File: config.mk
export PLATFORM = sky130hd
export DESIGN_NAME = hall_emulator_flat
export DESIGN_NICKNAME = d
export VERILOG_FILES = /design/src/rtl/hall_emulator_if.sv /design/src/rtl/hall_emulator.sv /design/src/flat_wrapper.sv
export SDC_FILE = /design/constraint.sdc
export NUM_CORES = 1
export LEC_CHECK = 0
export ABC_AREA = 1
export BUFFER_PORTS_ARGS = -buffer_cell sky130_fd_sc_hd__buf_2
export CAP_MARGIN = 40
export CORE_ASPECT_RATIO = 1.2
export CORE_MARGIN = 1
export CORE_UTILIZATION = 50
export CTS_CLUSTER_SIZE = 8
export DETAILED_ROUTE_END_ITERATION = 8
export GPL_ROUTABILITY_DRIVEN = 0
export HOLD_SLACK_MARGIN = 0.15
export PLACE_DENSITY_LB_ADDON = 0.1
export SLEW_MARGIN = 10
export SYNTH_ARGS = -nofsm -noshare
export SYNTH_HDL_FRONTEND = slang
export SYNTH_SLANG_ARGS = --single-unit
File: constraint.sdc
create_clock -name clk -period 7 [get_ports clk]
set_input_delay 0.35 -clock clk [delete_from_list [all_inputs] [get_ports clk]]
set_output_delay 0.35 -clock clk [all_outputs]
set_load 0.02 [all_outputs]
File: src/rtl/hall_emulator_if.sv
// Bus between the Hall emulator and its driver.
//   en, step, load, load_angle : angle control from the master
//   angle_o, hall_o            : current electrical angle and its Hall code
//   edge_o, dir_o              : sector-change strobe and direction at last edge
//   period_o, period_vld       : cycles between the last two edges, and its valid flag
interface hall_emulator_if;
  logic               en;
  logic signed [31:0] step;
  logic               load;
  logic        [31:0] load_angle;
  logic        [31:0] angle_o;
  logic        [3:0]  hall_o;
  logic               edge_o;
  logic               dir_o;
  logic        [31:0] period_o;
  logic               period_vld;

  modport master (
    output en, step, load, load_angle,
    input  angle_o, hall_o, edge_o, dir_o, period_o, period_vld
  );

  modport slave (
    input  en, step, load, load_angle,
    output angle_o, hall_o, edge_o, dir_o, period_o, period_vld
  );
endinterface

File: src/rtl/hall_emulator.sv
// Synthetic Hall-sensor source. Integrates a clamped signed step into an
// electrical angle, encodes the angle into a 4-bit Hall sector code, and
// reports sector edges, direction and the cycles-per-sector period.
// Ports:
//   clk   : system clock
//   rst_n : asynchronous active-low reset
//   bus   : hall_emulator_if.slave (step/load controls in, angle/Hall status out)
module hall_emulator #(
  parameter logic [31:0] ANGLE_FULL = 32'd3600000,
  parameter logic [31:0] STEP_MAX   = 32'd599999
) (
  input  logic              clk,
  input  logic              rst_n,
  hall_emulator_if.slave    bus
);

  localparam logic signed [31:0] STEP_MAX_S = signed'(STEP_MAX);
  localparam logic signed [32:0] FULL_S     = signed'({1'b0, ANGLE_FULL});
  localparam logic        [31:0] SECT_W     = ANGLE_FULL / 32'd6;
  localparam logic        [31:0] HALF_W     = SECT_W / 32'd2;

  function automatic logic signed [31:0] clamp_step(input logic signed [31:0] s);
    if (s > STEP_MAX_S)
      return STEP_MAX_S;
    else if (s < -STEP_MAX_S)
      return -STEP_MAX_S;
    else
      return s;
  endfunction

  // A single correction suffices because |step| is below one sector width.
  function automatic logic [31:0] wrap_angle(input logic signed [32:0] a);
    logic signed [32:0] r;
    if (a < 0)
      r = a + FULL_S;
    else if (a >= FULL_S)
      r = a - FULL_S;
    else
      r = a;
    return r[31:0];
  endfunction

  // Sector boundaries sit half a sector off zero, so code 4 straddles the wrap.
  function automatic logic [3:0] hall_code(input logic [31:0] ang);
    if (ang < HALF_W)                          return 4'h4;
    else if (ang < HALF_W + SECT_W)            return 4'h5;
    else if (ang < HALF_W + 32'd2 * SECT_W)    return 4'h1;
    else if (ang < HALF_W + 32'd3 * SECT_W)    return 4'h3;
    else if (ang < HALF_W + 32'd4 * SECT_W)    return 4'h2;
    else if (ang < HALF_W + 32'd5 * SECT_W)    return 4'h6;
    else                                       return 4'h4;
  endfunction

  function automatic logic [31:0] sat_inc(input logic [31:0] c);
    return (c == 32'hFFFF_FFFF) ? c : c + 32'd1;
  endfunction

  // ---- p0: clamp, integrate, wrap and encode the candidate angle ----
  logic signed [31:0] step_c_p0;
  logic signed [32:0] sum_p0;
  logic        [31:0] step_angle_p0;
  logic        [31:0] load_angle_p0;
  logic        [3:0]  step_hall_p0;
  logic        [3:0]  load_hall_p0;

  logic        [31:0] angle_p1;
  logic        [3:0]  hall_p1;
  logic               edge_p1;
  logic               dir_p1;
  logic        [31:0] period_p1;
  logic               period_vld_p1;
  logic        [31:0] cnt_p1;
  logic               armed_p1;

  always_comb begin
    step_c_p0     = clamp_step(bus.step);
    sum_p0        = signed'({1'b0, angle_p1}) + signed'({step_c_p0[31], step_c_p0});
    step_angle_p0 = wrap_angle(sum_p0);
    step_hall_p0  = hall_code(step_angle_p0);
    load_angle_p0 = (bus.load_angle < ANGLE_FULL) ? bus.load_angle : 32'd0;
    load_hall_p0  = hall_code(load_angle_p0);
  end

  // ---- p1: angle/Hall registers, edge detect and period measurement ----
  always_ff @(posedge clk or negedge rst_n) begin
    if (!rst_n) begin
      angle_p1      <= 32'd0;
      hall_p1       <= 4'h4;
      edge_p1       <= 1'b0;
      dir_p1        <= 1'b0;
      period_p1     <= 32'd0;
      period_vld_p1 <= 1'b0;
      cnt_p1        <= 32'd0;
      armed_p1      <= 1'b0;
    end else if (bus.load) begin
      angle_p1      <= load_angle_p0;
      hall_p1       <= load_hall_p0;
      edge_p1       <= 1'b0;
      cnt_p1        <= 32'd0;
      armed_p1      <= 1'b0;
      period_vld_p1 <= 1'b0;
    end else if (bus.en) begin
      angle_p1 <= step_angle_p0;
      hall_p1  <= step_hall_p0;
      if (step_hall_p0 != hall_p1) begin
        edge_p1  <= 1'b1;
        dir_p1   <= step_c_p0[31];
        cnt_p1   <= 32'd0;
        armed_p1 <= 1'b1;
        // The first edge after reset/load only starts the interval.
        if (armed_p1) begin
          period_p1     <= sat_inc(cnt_p1);
          period_vld_p1 <= 1'b1;
        end
      end else begin
        edge_p1 <= 1'b0;
        cnt_p1  <= sat_inc(cnt_p1);
      end
    end else begin
      edge_p1 <= 1'b0;
      cnt_p1  <= sat_inc(cnt_p1);
    end
  end

  assign bus.angle_o    = angle_p1;
  assign bus.hall_o     = hall_p1;
  assign bus.edge_o     = edge_p1;
  assign bus.dir_o      = dir_p1;
  assign bus.period_o   = period_p1;
  assign bus.period_vld = period_vld_p1;

endmodule

File: src/flat_wrapper.sv
// flat-port wrapper written by rule: the top's interface ports become plain ports
module hall_emulator_flat 
#(
  parameter logic [31:0] ANGLE_FULL = 32'd3600000,
  parameter logic [31:0] STEP_MAX   = 32'd599999
)
  (clk, rst_n, bus_en, bus_step, bus_load, bus_load_angle, bus_angle_o, bus_hall_o, bus_edge_o, bus_dir_o, bus_period_o, bus_period_vld);
  hall_emulator_if bus_i ();
  input  logic clk;
  input  logic rst_n;
  input wire logic [$bits(bus_i.en)-1:0] bus_en;
  input wire logic [$bits(bus_i.step)-1:0] bus_step;
  input wire logic [$bits(bus_i.load)-1:0] bus_load;
  input wire logic [$bits(bus_i.load_angle)-1:0] bus_load_angle;
  output wire logic [$bits(bus_i.angle_o)-1:0] bus_angle_o;
  output wire logic [$bits(bus_i.hall_o)-1:0] bus_hall_o;
  output wire logic [$bits(bus_i.edge_o)-1:0] bus_edge_o;
  output wire logic [$bits(bus_i.dir_o)-1:0] bus_dir_o;
  output wire logic [$bits(bus_i.period_o)-1:0] bus_period_o;
  output wire logic [$bits(bus_i.period_vld)-1:0] bus_period_vld;
  assign bus_i.en = bus_en;
  assign bus_i.step = bus_step;
  assign bus_i.load = bus_load;
  assign bus_i.load_angle = bus_load_angle;
  assign bus_angle_o = bus_i.angle_o;
  assign bus_hall_o = bus_i.hall_o;
  assign bus_edge_o = bus_i.edge_o;
  assign bus_dir_o = bus_i.dir_o;
  assign bus_period_o = bus_i.period_o;
  assign bus_period_vld = bus_i.period_vld;
  hall_emulator #(.ANGLE_FULL(ANGLE_FULL), .STEP_MAX(STEP_MAX)) u_core (.clk(clk), .rst_n(rst_n), .bus(bus_i));
endmodule
==> results of run 1 <==
worst max-delay path by stage:
stage / to / slack [ns] / cells after the start
after floorplan: u_core.cnt_p1[21]$_DFF_PN0_ / 0.95 / 53
after global placement: u_core.cnt_p1[31]$_DFF_PN0_ / 0.32 / 47
after detailed placement: u_core.cnt_p1[31]$_DFF_PN0_ / 0.13 / 47
after CTS: u_core.cnt_p1[31]$_DFF_PN0_ / 0.49 / 47
after global routing: u_core.bus.dir_o$_DFFE_PN0P_ / 0.05 / 51
final: u_core.cnt_p1[31]$_DFF_PN0_ / 0.76 / 47
kinds of logic (layout without fill, tap and decap cells):
family                   Yosys count  after routing
AND/OR/NAND/NOR                 1374           1374
buffers and inverters            370            507
AO/OA/AOI/OAI                    154            154
flip-flops                       103            103
adder cells (fa/ha/maj)           37             37
XOR/XNOR                          25             25
other                              1              1
synthesized netlist by cell type, types with 5 or more instances:
master	n
sky130_fd_sc_hd__nand4_1	78
sky130_fd_sc_hd__o21ai_1	5
sky130_fd_sc_hd__nand2_1	719
sky130_fd_sc_hd__nor3_1	30
sky130_fd_sc_hd__inv_1	302
sky130_fd_sc_hd__ha_1	36
sky130_fd_sc_hd__o221ai_1	12
sky130_fd_sc_hd__nand3_1	170
sky130_fd_sc_hd__clkinv_1	7
sky130_fd_sc_hd__nor4_1	11
sky130_fd_sc_hd__a31oi_1	6
sky130_fd_sc_hd__nand3_2	8
sky130_fd_sc_hd__nor2_2	19
sky130_fd_sc_hd__xor2_1	21
sky130_fd_sc_hd__a21oi_2	6
sky130_fd_sc_hd__nor2_1	237
sky130_fd_sc_hd__inv_2	21
sky130_fd_sc_hd__buf_4	5
sky130_fd_sc_hd__clkbuf_1	26
sky130_fd_sc_hd__a21oi_1	42
sky130_fd_sc_hd__nand2_2	43
sky130_fd_sc_hd__o211ai_1	13
sky130_fd_sc_hd__dfrtp_1	102
sky130_fd_sc_hd__nor2_4	37
sky130_fd_sc_hd__o21ai_0	51
sky130_fd_sc_hd__nand2_4	7
sequential cells by signal, summed over array words and instances (netlist names):
signal                 cells
u_core.bus.period_vld      1
u_core.cnt_p1             32
u_core.bus.angle_o        32
u_core.bus.dir_o           1
u_core.armed_p1            1
u_core.bus.edge_o          1
u_core.bus.hall_o          3
u_core.bus.period_o       32
worst max-delay path, delay by kind of cell:
kind	cells	cell delay [ns]
buffers and inverters	9	0.94
xor gates and xnor gates	1	0.06
and+or+nand+nor	27	2.73
AOI/OAI and AO/OA	6	1.27
adders and majority gates	4	1.14
cell type report:
cell class	instances	area, sq um
timing repair buffer	161	928
fill	2468	9920
clock buffer	10	229
multi-input combinational	1591	7930
inverter	330	1240
sequential	103	2580
clock inverter	6	60.1
tap	315	394
metal layers:
layer / vias to the layer above / wire length [um] / part of all wire (%) / track usage, %
li1: 6797 / - / - / -
met1: 6019 / 15200 / 38 / 37.1
met2: 492 / 18800 / 47 / 58.1
met3: 171 / 2580 / 6.4 / 4.87
met4: 2 / 3530 / 8.8 / 28.3
met5: - / 11 / 0.027 / 0
repair_timing:
| item | CTS | global route |
|---|---|---|
| hold buffers | 1 | 0 |
| setup endpoints to repair | 0 | 68 |
| resized for setup | 0 | 7 |
| buffers inserted | 0 | 1 |
| hold endpoints to repair | 51 | 0 |
report_power, final:
group	internal (mW)	switching [mW]	leakage, nW
Sequential	0.679	0.138	1.40
Combinational	1.06	2.63	5.70
Clock	0.253	0.286	0.143
stage by stage:
stage	utilization (%)	instance area [sq um]	total power [mW]	setup WS (ns)
floorplan	-	11900	3.38	0.949
global placement	55.8	13000	4.38	0.323
detailed placement	55.9	13000	4.42	0.127
CTS	57.2	13300	4.96	0.494
global route	57.4	13400	5.48	0.0477
finish	57.4	13400	5.05	0.762
==> impl_metrics.toml, run 1 <==
[status]
run_status = "completed"

[timing]
grt_setup_unrepaired = "false"
tns_ns = 0
setup_violations = 0
finalCriticalPeriod_ns = 6.24
worst_slew_pin_slew_ns = 0.752
finClkSkew_ns = 0.0163
finalHoldViolCount = 0
timing.fmax_ghz = 0.160
max-slew-margin-rel_pct = 49.9
fin_hold_ws_ns = 0.244
final_min_period_over_clock_period_pct = 89.1
slew_violations = 0

[synthesis]
yosys_warnings = 0
synthMuxAreaShare_pct = 0
dominant_combinational_cell_family_by_area_after_synthesis = "simple AND/OR/NAND/NOR gates"
synth_area_per_cell_sq_um = 5.79
synth_compound_gate_area_share_pct = 7.86
synth_enable_flop_cells = 0
synth_cell_types = 55
synth-async-reset-ratio_pct = 100
synth_cells = 2064
yosys.area.top_type = "sky130_fd_sc_hd__nand2_1"
post-synth-top-area-fraction_pct = 22.6
synth-seq-area-share_pct = 21.6
synth_adder_area_share_pct = 3.94
yosys-top-cells-area = "sky130_fd_sc_hd__nand2_1 23%, sky130_fd_sc_hd__dfrtp_1 21%, sky130_fd_sc_hd__inv_1 9.5%"
synth_simple_gate_area_share_pct = 52.4
yosys.area_share.xor_xnor_pct = 1.83
postSynth.topFlopCell = "sky130_fd_sc_hd__dfrtp_1"
synth_area_sq_um = 11900
synth.net_count = 2169
synth_register_bits = 103

[global_route]
grt_first_pass_wirelength_um = 64000
global_route.overflow_total = 0
number_of_antenna_violations_at_the_first_check_in_global_routing = 1
pin_count_of_the_biggest_net_entering_global_routing = 53
grtUsageTotal_pct = 33.9
via_count_of_the_first_global_routing_pass = 13000

[worst_setup_path]
crit-reg2reg-launch = "u_core.bus.angle_o[0]$_DFFE_PN0P_"
critPathMaxFanout = 23
worstPathArrival_ns = 6.49
critical_path.reg2reg.endpoint = "u_core.cnt_p1[31]$_DFF_PN0_"
r2r_setup_slack_ns = 2.01
crit_top_cell = "sky130_fd_sc_hd__nand2_1"
cp-startpoint = "bus_step[0]"
timing.critical_path.required_ns = 7.26
crit_path_start_kind = "primary input"
worst_path_cell_with_the_longest_stage_delay = "sky130_fd_sc_hd__fa_1"
worst-setup-path-type = "primary input to flip-flop"
cp_peak_stage_delay_ns = 0.42
critical_path.endpoint_type = "flip-flop"
number_of_cell_instances_on_the_worst_register_to_register_path = 35

[clocking]
clk_root_buffer_cell = "sky130_fd_sc_hd__clkbuf_16"
tritoncts_clock_tree = "done"
htree_num_levels = 3
max_root_sink_buffers = 2
tritoncts.num_buffers = 9
clkSinkCount = 103
clkTransAtPathRegs_ns = 0.09
clk-insertion-delay-late_ns = 0.37

[pwr]
power_per_cell_area_nw_per_um2 = 378
irDropWorstVdd_mv = 0.185
cellLeakagePower_nw = 7.24

[die]
start_util_pct = 51.3
count_of_pins_on_the_block_boundary = 139
design.core.area_sq_um = 23300
die_area_sq_um = 24500
die_width_um = 143
fp-row-count = 61
dieHeight_um = 171

[finish]
finalNonFillerCells = 2516
antenna-diode-count = 0
finish.net_count = 2301
syn2layout_area_growth_pct = 11.8
post_route_cells_drive_above_1_share_pct = 15.2
final_cell_mix = "716 x sky130_fd_sc_hd__nand2_1, 302 x sky130_fd_sc_hd__inv_1, 235 x sky130_fd_sc_hd__nor2_1, 170 x sky130_fd_sc_hd__nand3_1, 136 x sky130_fd_sc_hd__buf_2"
mostFrequentLayoutCell = "sky130_fd_sc_hd__nand2_1"

[placement]
dp_cells = 2498
dp_hpwl_um = 32900
numPortBuffers = 137

[flow_run]
cap_viol_max_count = 0

[min_path]
worst_hold_startpoint = "bus_load_angle[4]"
holdPathEnd = "u_core.bus.angle_o[4]$_DFFE_PN0P_"
hold_class = "primary input to flip-flop"
number_of_cells_on_the_worst_hold_path = 3

[route]
drt-vias-per-instance = 5.36
routedWlPerCell_um = 16.0
first_iter_violations = 913
drc_viols = 0
via_count = 13500
dr.pass1.iters = 7
postRouteWirelength_um = 40100
drt.antenna.violating_nets = 0
Note: power is estimated with default switching activity, not from simulation.
==> run 2, diff against run 1 <==
--- a/config.mk
+++ b/config.mk
@@ -7,7 +7,6 @@
 export LEC_CHECK = 0
 export ABC_AREA = 1
 export BUFFER_PORTS_ARGS = -buffer_cell sky130_fd_sc_hd__buf_2
-export CAP_MARGIN = 40
 export CORE_ASPECT_RATIO = 1.2
 export CORE_MARGIN = 1
 export CORE_UTILIZATION = 50
@@ -16,7 +15,7 @@
 export GPL_ROUTABILITY_DRIVEN = 0
 export HOLD_SLACK_MARGIN = 0.15
 export PLACE_DENSITY_LB_ADDON = 0.1
-export SLEW_MARGIN = 10
+export RECOVER_POWER = 25
 export SYNTH_ARGS = -nofsm -noshare
 export SYNTH_HDL_FRONTEND = slang
 export SYNTH_SLANG_ARGS = --single-unit
==> impl_metrics.toml, run 2 (synthesis gave the netlist of run 1 again) <==
[timing]
timing.fmax_ghz = 0.156
finalCriticalPeriod_ns = 6.42
setup_violations = 0
max-slew-margin-rel_pct = -111
tns_ns = 0
worst_slew_pin_slew_ns = 3.16
slew_violations = 53
grt_setup_unrepaired = "false"
finalHoldViolCount = 0
final_min_period_over_clock_period_pct = 91.7
finClkSkew_ns = 0.0177

[pwr]
clock_power_share_pct = 10.5
combPwrFrac_pct = 73.6
cellLeakagePower_nw = 7.18
netSwitchingFraction_pct = 60.7
power_per_cell_area_nw_per_um2 = 381
totalPowerFinal_mw = 5.11
irDropWorstVdd_mv = 0.174
total_switching_power_mw = 3.10
power_report.internal_total_mw = 2.01
share_seq_of_total_power_pct = 15.9

[worst_setup_path]
worst-setup-path-type = "primary input to flip-flop"
crit_top_cell = "sky130_fd_sc_hd__nand2_1"
critPathMaxFanout = 23
critical_path.endpoint_type = "flip-flop"
crit_path_start_kind = "primary input"
worstPathArrival_ns = 6.67
cp_peak_stage_delay_ns = 0.42
worst_path_cell_with_the_longest_stage_delay = "sky130_fd_sc_hd__fa_1"
timing.critical_path.required_ns = 7.25

[finish]
mostFrequentLayoutCell = "sky130_fd_sc_hd__nand2_1"
post_route_cells_drive_above_1_share_pct = 14.8
syn2layout_area_growth_pct = 12.2
postLayoutCellArea_sq_um = 13400
antenna-diode-count = 0
final_cell_mix = "713 x sky130_fd_sc_hd__nand2_1, 301 x sky130_fd_sc_hd__inv_1, 232 x sky130_fd_sc_hd__nor2_1, 170 x sky130_fd_sc_hd__nand3_1, 119 x sky130_fd_sc_hd__buf_2"
finish.net_count = 2304
layout.core_utilization_pct = 57.6

[die]
design.core.area_sq_um = 23300
count_of_pins_on_the_block_boundary = 139
die_area_sq_um = 24500
fp-row-count = 61
die_width_um = 143
start_util_pct = 51.3
dieHeight_um = 171

[route]
postRouteWirelength_um = 40300
dr.pass1.iters = 6
routedWlPerCell_um = 16.0
drt.antenna.violating_nets = 0
via_count = 13600
drt-vias-per-instance = 5.41
first_iter_violations = 1046
drc_viols = 0

[clocking]
tritoncts_clock_tree = "done"
tritoncts.num_buffers = 9
clkTransAtPathRegs_ns = 0.09
clkSinkCount = 103
max_root_sink_buffers = 2
clk_root_buffer_cell = "sky130_fd_sc_hd__clkbuf_16"
htree_num_levels = 3
clk-insertion-delay-late_ns = 0.37

[min_path]
hold_class = "primary input to flip-flop"

[status]
violations_in_the_final_reports = "capacitance limit, slew limit"
run_status = "finished with violations"

[global_route]
via_count_of_the_first_global_routing_pass = 13000
number_of_antenna_violations_at_the_first_check_in_global_routing = 1
grtUsageTotal_pct = 33.7
grt_first_pass_wirelength_um = 63700
pin_count_of_the_biggest_net_entering_global_routing = 53
global_route.overflow_total = 0

[flow_run]
cap_viol_max_count = 1

[placement]
numPortBuffers = 137
placement.cell_area_sq_um = 13000
dp_hpwl_um = 32600
## run 2: per-stage QoR
| stage | instances | hold slack, ns | worst slack, ns |
|---|---|---|---|
| 2_1_floorplan | 2064 | 0.0544 | 0.949 |
| 3_3_place_gp | 2497 | 0.430 | 0.323 |
| 3_5_place_dp | 2497 | 0.440 | 0.139 |
| 4_1_cts | 2514 | 0.243 | 0.520 |
| 5_1_grt | 2519 | 0.260 | 0.00590 |
| 6_report | 2519 | 0.246 | 0.580 |
## run 2: worst max-delay path: cells and delay by family
| kind | cells | cell delay, ns |
|---|---|---|
| AO/OA/AOI/OAI | 6 | 1.14 |
| adder cells (fa/ha/maj) | 4 | 1.14 |
| buffers and inverters | 7 | 0.87 |
| AND/OR/NAND/NOR | 30 | 3.16 |
## run 2: final timing paths
| check | startpoint | to | slack [ns] | cells past startpoint |
|---|---|---|---|---|
| max in group asynchronous | rst_n | u_core.cnt_p1[22]$_DFF_PN0_ | 3.41 | 3 |
| worst max-delay path | bus_step[0] | u_core.cnt_p1[31]$_DFF_PN0_ | 0.58 | 47 |
| worst min register to register | u_core.bus.period_o[8]$_DFFE_PN0P_ | u_core.bus.period_o[8]$_DFFE_PN0P_ | 0.47 | 2 |
| worst max register to register | u_core.bus.angle_o[19]$_DFFE_PN0P_ | u_core.cnt_p1[31]$_DFF_PN0_ | 1.90 | 29 |
| worst min-delay path | bus_load_angle[4] | u_core.bus.angle_o[4]$_DFFE_PN0P_ | 0.25 | 3 |
| min in group asynchronous | rst_n | u_core.bus.angle_o[30]$_DFFE_PN0P_ | 1.55 | 2 |
## run 2: cell type report
| class | instances | area, sq um |
|---|---|---|
| fill | 2443 | 9880 |
| tap | 315 | 394 |
| inverter | 330 | 1240 |
| multi-input combinational | 1593 | 8000 |
| sequential | 103 | 2580 |
| clock buffer | 10 | 229 |
| clock inverter | 6 | 60.1 |
| timing repair buffer | 162 | 903 |
## run 2: repair_timing
item | 4_1_cts | 5_1_grt
setup buffers | 0 | 3
gates resized for setup | 0 | 20
hold buffers | 1 | 0
endpoints found under the setup margin | 0 | 68
hold endpoints to repair | 51 | 0
## run 2: metal layers
layer | vias up | GRT usage (%) | part of all wire [%]
li1 | 6807 | - | -
met1 | 6079 | 36.4 | 38
met2 | 554 | 58.6 | 47
met3 | 177 | 4.93 | 6.3
met4 | 2 | 27.0 | 8.4
met5 | - | 0 | 0.025
## run 2: power by group through the flow
| stage | registers [mW] | logic (mW) | clock network, mW |
|---|---|---|---|
| after floorplan | 0.849 | 2.53 | 0 |
| after global placement | 0.821 | 3.56 | 0 |
| after detailed placement | 0.822 | 3.59 | 0 |
| after CTS | 0.811 | 3.61 | 0.541 |
| after global routing | 0.818 | 4.16 | 0.561 |
| final | 0.815 | 3.76 | 0.535 |
